## src/rtl/m_div_ctrl.sv

```systemverilog
// m_div_ctrl: signed/unsigned DIV/REM sequencing around an external unsigned divider
module m_div_ctrl #(
  parameter int XLEN = 32
) (
  input  logic            clk,
  input  logic            rst,
  input  logic            req_valid_i,
  output logic            req_ready_o,
  input  logic [1:0]      op_i,
  input  logic [XLEN-1:0] rs1_i,
  input  logic [XLEN-1:0] rs2_i,
  output logic            rsp_valid_o,
  input  logic            rsp_ready_i,
  output logic [XLEN-1:0] result_o,
  output logic            div_start_o,
  output logic [XLEN-1:0] div_opr1_o,
  output logic [XLEN-1:0] div_opr2_o,
  input  logic            div_done_i,
  input  logic [XLEN-1:0] div_quo_i,
  input  logic [XLEN-1:0] div_rem_i
);
  localparam logic [1:0] IDLE  = 2'd0;
  localparam logic [1:0] START = 2'd1;
  localparam logic [1:0] WAIT  = 2'd2;
  localparam logic [1:0] RESP  = 2'd3;
  localparam logic [XLEN-1:0] MIN_NEG = {1'b1, {(XLEN-1){1'b0}}};
  logic [1:0]      r_state;
  logic            r_rem, r_s1, r_s2;
  logic [XLEN-1:0] r_opr1, r_opr2, r_result;
  logic            w_s1, w_s2, w_zero, w_ovf;
  logic [XLEN-1:0] w_special, w_quo, w_rem;
  assign w_s1      = ~op_i[0] & rs1_i[XLEN-1];
  assign w_s2      = ~op_i[0] & rs2_i[XLEN-1];
  assign w_zero    = rs2_i == '0;
  assign w_ovf     = ~op_i[0] && rs1_i == MIN_NEG && rs2_i == '1;
  // Divide-by-zero and signed overflow bypass the divider entirely
  assign w_special = w_zero ? (op_i[1] ? rs1_i : '1) : (op_i[1] ? '0 : rs1_i);
  assign w_quo     = (r_s1 ^ r_s2) ? -div_quo_i : div_quo_i;
  assign w_rem     = r_s1 ? -div_rem_i : div_rem_i;
  assign req_ready_o = r_state == IDLE;
  assign rsp_valid_o = r_state == RESP;
  assign div_start_o = r_state == START;
  assign result_o    = r_result;
  assign div_opr1_o  = r_opr1;
  assign div_opr2_o  = r_opr2;
  always_ff @(posedge clk) begin
    if (!rst) begin
      r_state  <= IDLE;
      r_rem    <= 1'b0;
      r_s1     <= 1'b0;
      r_s2     <= 1'b0;
      r_opr1   <= '0;
      r_opr2   <= '0;
      r_result <= '0;
    end else begin
      case (r_state)
        IDLE: if (req_valid_i) begin
          r_rem  <= op_i[1];
          r_s1   <= w_s1;
          r_s2   <= w_s2;
          r_opr1 <= w_s1 ? -rs1_i : rs1_i;
          r_opr2 <= w_s2 ? -rs2_i : rs2_i;
          if (w_zero || w_ovf) begin
            r_result <= w_special;
            r_state  <= RESP;
          end else begin
            r_state <= START;
          end
        end
        START: r_state <= WAIT;
        WAIT: if (div_done_i) begin
          r_result <= r_rem ? w_rem : w_quo;
          r_state  <= RESP;
        end
        default: if (rsp_ready_i) r_state <= IDLE;
      endcase
    end
  end
endmodule

```

## config.mk

```make
export PLATFORM = sky130hd
export DESIGN_NAME = m_div_ctrl
export DESIGN_NICKNAME = d
export VERILOG_FILES = /design/src/rtl/m_div_ctrl.sv
export SDC_FILE = /design/constraint.sdc
export NUM_CORES = 1
export LEC_CHECK = 0
export ABC_AREA = 1
export BUFFER_PORTS_ARGS = -buffer_cell sky130_fd_sc_hd__buf_2
export CAP_MARGIN = 20
export CORE_ASPECT_RATIO = 1.1
export CORE_UTILIZATION = 50
export CTS_BUF_LIST = sky130_fd_sc_hd__clkbuf_4 sky130_fd_sc_hd__clkbuf_8
export CTS_CLUSTER_DIAMETER = 100
export DETAILED_ROUTE_END_ITERATION = 10
export PLACE_DENSITY = 0.83
export REMOVE_ABC_BUFFERS = 1
export SLEW_MARGIN = 20
export SYNTH_ARGS = -nofsm -noshare
export SYNTH_HDL_FRONTEND = slang
export SYNTH_SLANG_ARGS = --single-unit
export TNS_END_PERCENT = 5
```

## constraint.sdc

```tcl
create_clock -name clk -period 2.64 [get_ports clk]
set_input_delay 0.396 -clock clk [delete_from_list [all_inputs] [get_ports clk]]
set_output_delay 0.396 -clock clk [all_outputs]
set_load 0.005 [all_outputs]
```

Yosys cells after proc, flatten, opt, wreduce, memory -nomap -nowiden
Index checks and enable logic that the tools add are counted.
{"block": "totals", "register_bits": 101, "wordCells": 50, "in_bits": 135, "out_inout_bits": 99}
{"block": "op_classes", "bitwise_logic": 4, "n_reduce_logical": 10, "add_sub_neg": 4, "muxes": 17, "eq_ne": 8}
{"cell": "$mux 32", "count": 11}
{"cell": "$neg 32->32", "count": 4}
{"cell": "$eq 32x32->1 const B", "count": 2}
{"cell": "$pmux 32 s2", "count": 1}
{"cell": "$logic_not 32->1", "count": 1}
{"cell": "$mux 2", "count": 4}
{"cell": "$pmux 2 s3", "count": 1}
{"cell": "$eq 2x2->1 const B", "count": 2}
{"cell": "$ne 2x2->1 const B", "count": 2}
{"cell": "$reduce_and 4->1", "count": 1}
{"cell": "$reduce_bool 4->1", "count": 1}
{"cell": "$reduce_and 3->1", "count": 1}
{"cell": "$and 1x1->1", "count": 2}
{"cell": "$eq 2x1->1 const B", "count": 1}
{"cell": "$logic_and 1x1->1", "count": 2}
{"cell": "$logic_not 2->1", "count": 1}
{"cell": "$ne 2x1->1 const B", "count": 1}
{"cell": "$reduce_and 2->1", "count": 1}
{"cell": "$reduce_bool 2->1", "count": 1}
{"cell": "$logic_or 1x1->1", "count": 1}
{"cell": "$not 1->1", "count": 1}
{"cell": "$xor 1x1->1", "count": 1}

Logic depth before layout (Yosys ltp)
{"block": "depth", "ltp_word": 7, "ltp_mapped": 15, "ltp_nobuf": 14}

Worst setup path before layout
OpenSTA, ideal clock, no wires.
{"block": "synth_timing", "kind": "input to register", "startpoint": "in rs1_i[0]", "endpoint": "reg r_result[16] (netlist: result_o[16])", "required_time_ns": 2.523, "path_stages": 14, "slack_ns": 0.743, "setup_time_ns": 0.117, "n_path_buf": 1, "t_arrival_ns": 1.780, "path_cell_list": "inv_1 -> ha_1 -> nand2_1 -> nor2_2 -> nand4_1 -> nor2_1 -> nand2_1 -> nand3_2 -> nand2_2 -> inv_2 -> buf_6 -> nand2_1 -> nor2_1 -> nor2_1"}
{"block": "synth_between", "elab_chain_len": 6}
{"element": "start: declaration", "line": "10", "text": "input logic [XLEN-1:0] rs1_i,"}
{"element": "$eq 32x32->1", "line": "35", "text": "assign w_ovf = ~op_i[0] && rs1_i == MIN_NEG && rs2_i == '1;"}
{"element": "$logic_and 1x1->1 (2 in series)", "line": "35"}
{"element": "$logic_or 1x1->1", "line": "63", "text": "if (w_zero || w_ovf) begin"}
{"element": "$ne 2x1->1 (no line)"}
{"element": "$reduce_and 4->1 (no line)"}
{"element": "end signal: assignment", "line": "64", "text": "r_result <= w_special;"}
{"element": "end signal: assignment", "line": "72", "text": "r_result <= r_rem ? w_rem : w_quo;"}
{"element": "end: declaration", "line": "29", "text": "logic [XLEN-1:0] r_opr1, r_opr2, r_result;"}
No other way between the ends.
A chain may end at the register's enable or synchronous reset.

Worst setup path after layout
{"block": "layout_timing", "startpoint": "reg r_state[0]", "endpoint": "reg r_result[21] (netlist: result_o[21])"}
{"block": "layout_between", "elab_chain_len": 3, "word_cells_on_any_way": 8, "cone_classes": "eq/ne: 4; mux: 1; reduce/logical: 3"}
{"element": "start: declaration", "line": "27", "text": "logic [1:0] r_state;"}
{"element": "start signal: assignment", "line": "48", "text": "r_state <= IDLE;"}
{"element": "start signal: assignment", "line": "65", "text": "r_state <= RESP;"}
{"element": "start signal: assignment", "line": "67", "text": "r_state <= START;"}
{"element": "$eq 2x2->1 / $logic_not 2->1 (equally long branches)", "line": "56", "text": "case (r_state)"}
{"element": "$ne 2x2->1 (no line), or another cell as far along"}
{"element": "$reduce_and 4->1 (no line)"}
Several ways; a longest one is shown, not always the timed one.

==> flow_metrics.py <==
metrics = {
    "outcome": {
        "status": "complete, no violations",
    },
    "global_route": {
        "grt_antenna_before_repair": 0,
        "grt_max_degree": 114,
        "overflow": 0,
        "track_usage": 0.324,
        "grt_pass1_vias": 9464,
        "grt_pass1_wl_um": 45900,
    },
    "logic_synthesis": {
        "synthCells": 1549,
        "synth.distinct_cells": 39,
        "synth_seq_cells": 101,
        "synth_edf_count": 0,
        "async_reset_ff_frac": 0,
        "ys.flop_type": "dfxtp_1",
        "yosysWarnings": 0,
        "seq_area_frac_synth": 0.237,
        "synth_area_um2": 8540,
        "synth_area_per_cell_um2": 5.51,
    },
    "clock_tree": {
        "cts_max_level": 3,
        "cts_root_buf": "clkbuf_8",
        "postCtsHoldBufs": 0,
        "cts_tree": "built",
        "insertion_delay_ns": 0.38,
        "post_cts_resized": 0,
        "numCtsBuffers": 9,
        "clkTransAtPathRegs_ns": 0.10,
        "numClockSinks": 101,
        "clk_path_buf_depth": 2,
        "cts_setup_buffers": 0,
    },
    "place": {
        "numPortBuffers": 233,
        "dp_hpwl_um": 22800,
        "placed_area_um2": 9840,
        "place_ws_ns": 0.104,
        "routabilityCongestion": 0.950,
    },
    "power_and_ir_drop": {
        "power.share.sequential": 0.326,
        "power_frac_comb": 0.523,
        "p_switching_w": 0.00317,
        "p_int_w": 0.00382,
        "irDropWorstVdd_v": 0.000445,
        "clockPowerShare": 0.151,
        "power.density_nw_per_um2": 696,
        "p_leak_nw": 5.25,
        "swShare": 0.453,
    },
    "cells_and_area": {
        "nNetsFinal": 1891,
        "drive_gt1_frac": 0.166,
        "final_cell_mix": "nand2_1, nor2_1, buf_2",
        "stdcell_area_um2": 10000,
        "layout_commonest_cell": "nand2_1",
        "diodes": 0,
        "area_growth_pct": 17.7,
    },
    "critical_path": {
        "end_kind": "flop",
        "r2r_slack_ns": 0.35,
        "required_ns": 2.92,
        "arrival_ns": 2.57,
        "crit_cells": 10,
        "crit_buf_inv": 3,
        "cp_cell_sequence": "inv_1 -> ha_1 -> inv_1 -> o22ai_1 -> a21oi_1 -> nand2_2 -> inv_2 -> nand2_1 -> nor2_1 -> nor2_1",
        "timing.rr.start": "r_state[0]$_SDFFE_PN0P_",
        "cpPeakStageDelay_ns": 0.40,
        "cp_max_fo": 31,
        "slowest_stage": "dfxtp_1",
        "criticalPathCategory": "flop to flop",
        "r2r-end": "result_o[21]$_SDFFE_PN0P_",
        "r2r_cells": 10,
        "cp-start-kind": "flop",
        "path_delay_family": "buffers and inverters",
    },
    "detailed_routing": {
        "drt_iter0_markers": 773,
        "viasPerCell": 5.39,
        "ant_nets": 0,
        "routed_wl_um": 29000,
        "dr.pass1.iters": 6,
        "drc": 0,
        "route.vias.total": 10539,
        "wl_per_cell_um": 14.8,
    },
    "timing": {
        "setup_viol_count_final": 0,
        "layout_setup_ws_ns": 0.352,
        "fin_crit_ns": 2.29,
        "fmax_ghz": 0.437,
        "drv_slew": 0,
        "tns_ns": 0,
        "relSlewSlack": 0.477,
        "worst_slew_pin_slew_ns": 0.784,
        "post-route-period-util": 0.867,
        "clock_skew_ns": 0.0121,
        "hold-worst-slack_ns": 0.294,
        "hold_violations": 0,
        "rsz0062_at_grt": "false",
    },
    "job": {
        "drv_cap": 0,
    },
    "floorplan": {
        "fp.dieW_um": 127,
        "dieArea_um2": 17600,
        "rows": 49,
        "die_y_um": 139,
        "io_pins": 234,
        "initial_utilization": 0.516,
        "core_area_um2": 16600,
    },
    "worst_hold_path": {
        "min_path_type": "input pin to flop",
        "hold_depth": 3,
        "hold_end": "div_opr2_o[24]$_SDFFE_PN0P_",
        "hp-start": "rst",
    },
}
## routing by layer
layer | part of all wire | GRT usage | vias up | routed length [µm]
met5 | 0 | 0 | - | 0
met4 | 0.035 | 0.134 | 0 | 1020
met3 | 0.077 | 0.0652 | 69 | 2230
met2 | 0.47 | 0.558 | 422 | 13600
met1 | 0.42 | 0.392 | 4678 | 12100
li1 | - | - | 5370 | -
## cell usage after synthesis (13+ instances only)
cell	n	area share
inv_1	168	0.074
nand2_1	410	0.18
nor2_1	302	0.13
nand3_1	129	0.076
o211ai_1	26	0.023
clkbuf_1	50	0.022
a21oi_1	88	0.052
nand4_1	13	0.0095
nor3_1	13	0.0076
o221ai_1	15	0.015
xor2_1	27	0.028
dfxtp_1	101	0.24
o21ai_0	127	0.074
## per-stage QoR
stage / util / total power, W / cells
floorplan: - / 0.00446 / 1483
global placement: 0.594 / 0.00584 / 1940
finish: 0.607 / 0.00700 / 1956
CTS: 0.607 / 0.00698 / 1956
detailed placement: 0.594 / 0.00592 / 1940
global route: 0.607 / 0.00758 / 1956
## sequential cells by signal, summed over array words and instances, names as in the netlist
name	count
r_state	2
r_s2	1
div_opr1_o	32
result_o	32
r_s1	1
div_opr2_o	32
r_rem	1
## tightest hold or removal path, cell delays in order
cell,delay [ns]
buf_2,0.13
o221ai_1,0.07
inv_1,0.04
## how the worst max path moves through the flow
stage	endpoint	slack, ns	start
CTS	result_o[21]$_SDFFE_PN0P_	0.37	r_state[0]$_SDFFE_PN0P_
detailed placement	result_o[21]$_SDFFE_PN0P_	0.10	rs1_i[1]
global placement	result_o[16]$_SDFFE_PN0P_	0.26	rs1_i[1]
floorplan	div_opr1_o[2]$_SDFFE_PN0P_	-0.60	r_state[0]$_SDFFE_PN0P_
finish	result_o[21]$_SDFFE_PN0P_	0.35	r_state[0]$_SDFFE_PN0P_
global route	result_o[13]$_SDFFE_PN0P_	0.16	rs1_i[1]
## power by group through the flow
stage          logic, W  clock network [W]  registers [W]
2_1_floorplan   0.00212                  0        0.00233
3_3_place_gp    0.00354                  0        0.00230
3_5_place_dp    0.00361                  0        0.00231
4_1_cts         0.00363            0.00107        0.00228
5_1_grt         0.00413            0.00113        0.00232
6_report        0.00366            0.00106        0.00228
## final cells by class
cell class / instances / area, µm²
clock buffer: 11 / 151
clock inverter: 5 / 58.8
sequential: 101 / 2020
multi-input combinational: 1210 / 5590
tap: 204 / 255
inverter: 172 / 646
fill: 1726 / 6500
timing repair buffer: 253 / 1330
## logic make-up after synthesis
logic type / after synthesis / synth area share
DFF: 101 / 0.237
AOI/OAI and AO/OA: 273 / 0.177
and+or+nand+nor: 895 / 0.431
adders and majority gates: 9 / 0.0132
xor gates and xnor gates: 33 / 0.0338
buffers and inverters: 238 / 0.109
Power figures use the tool's default switching activity.
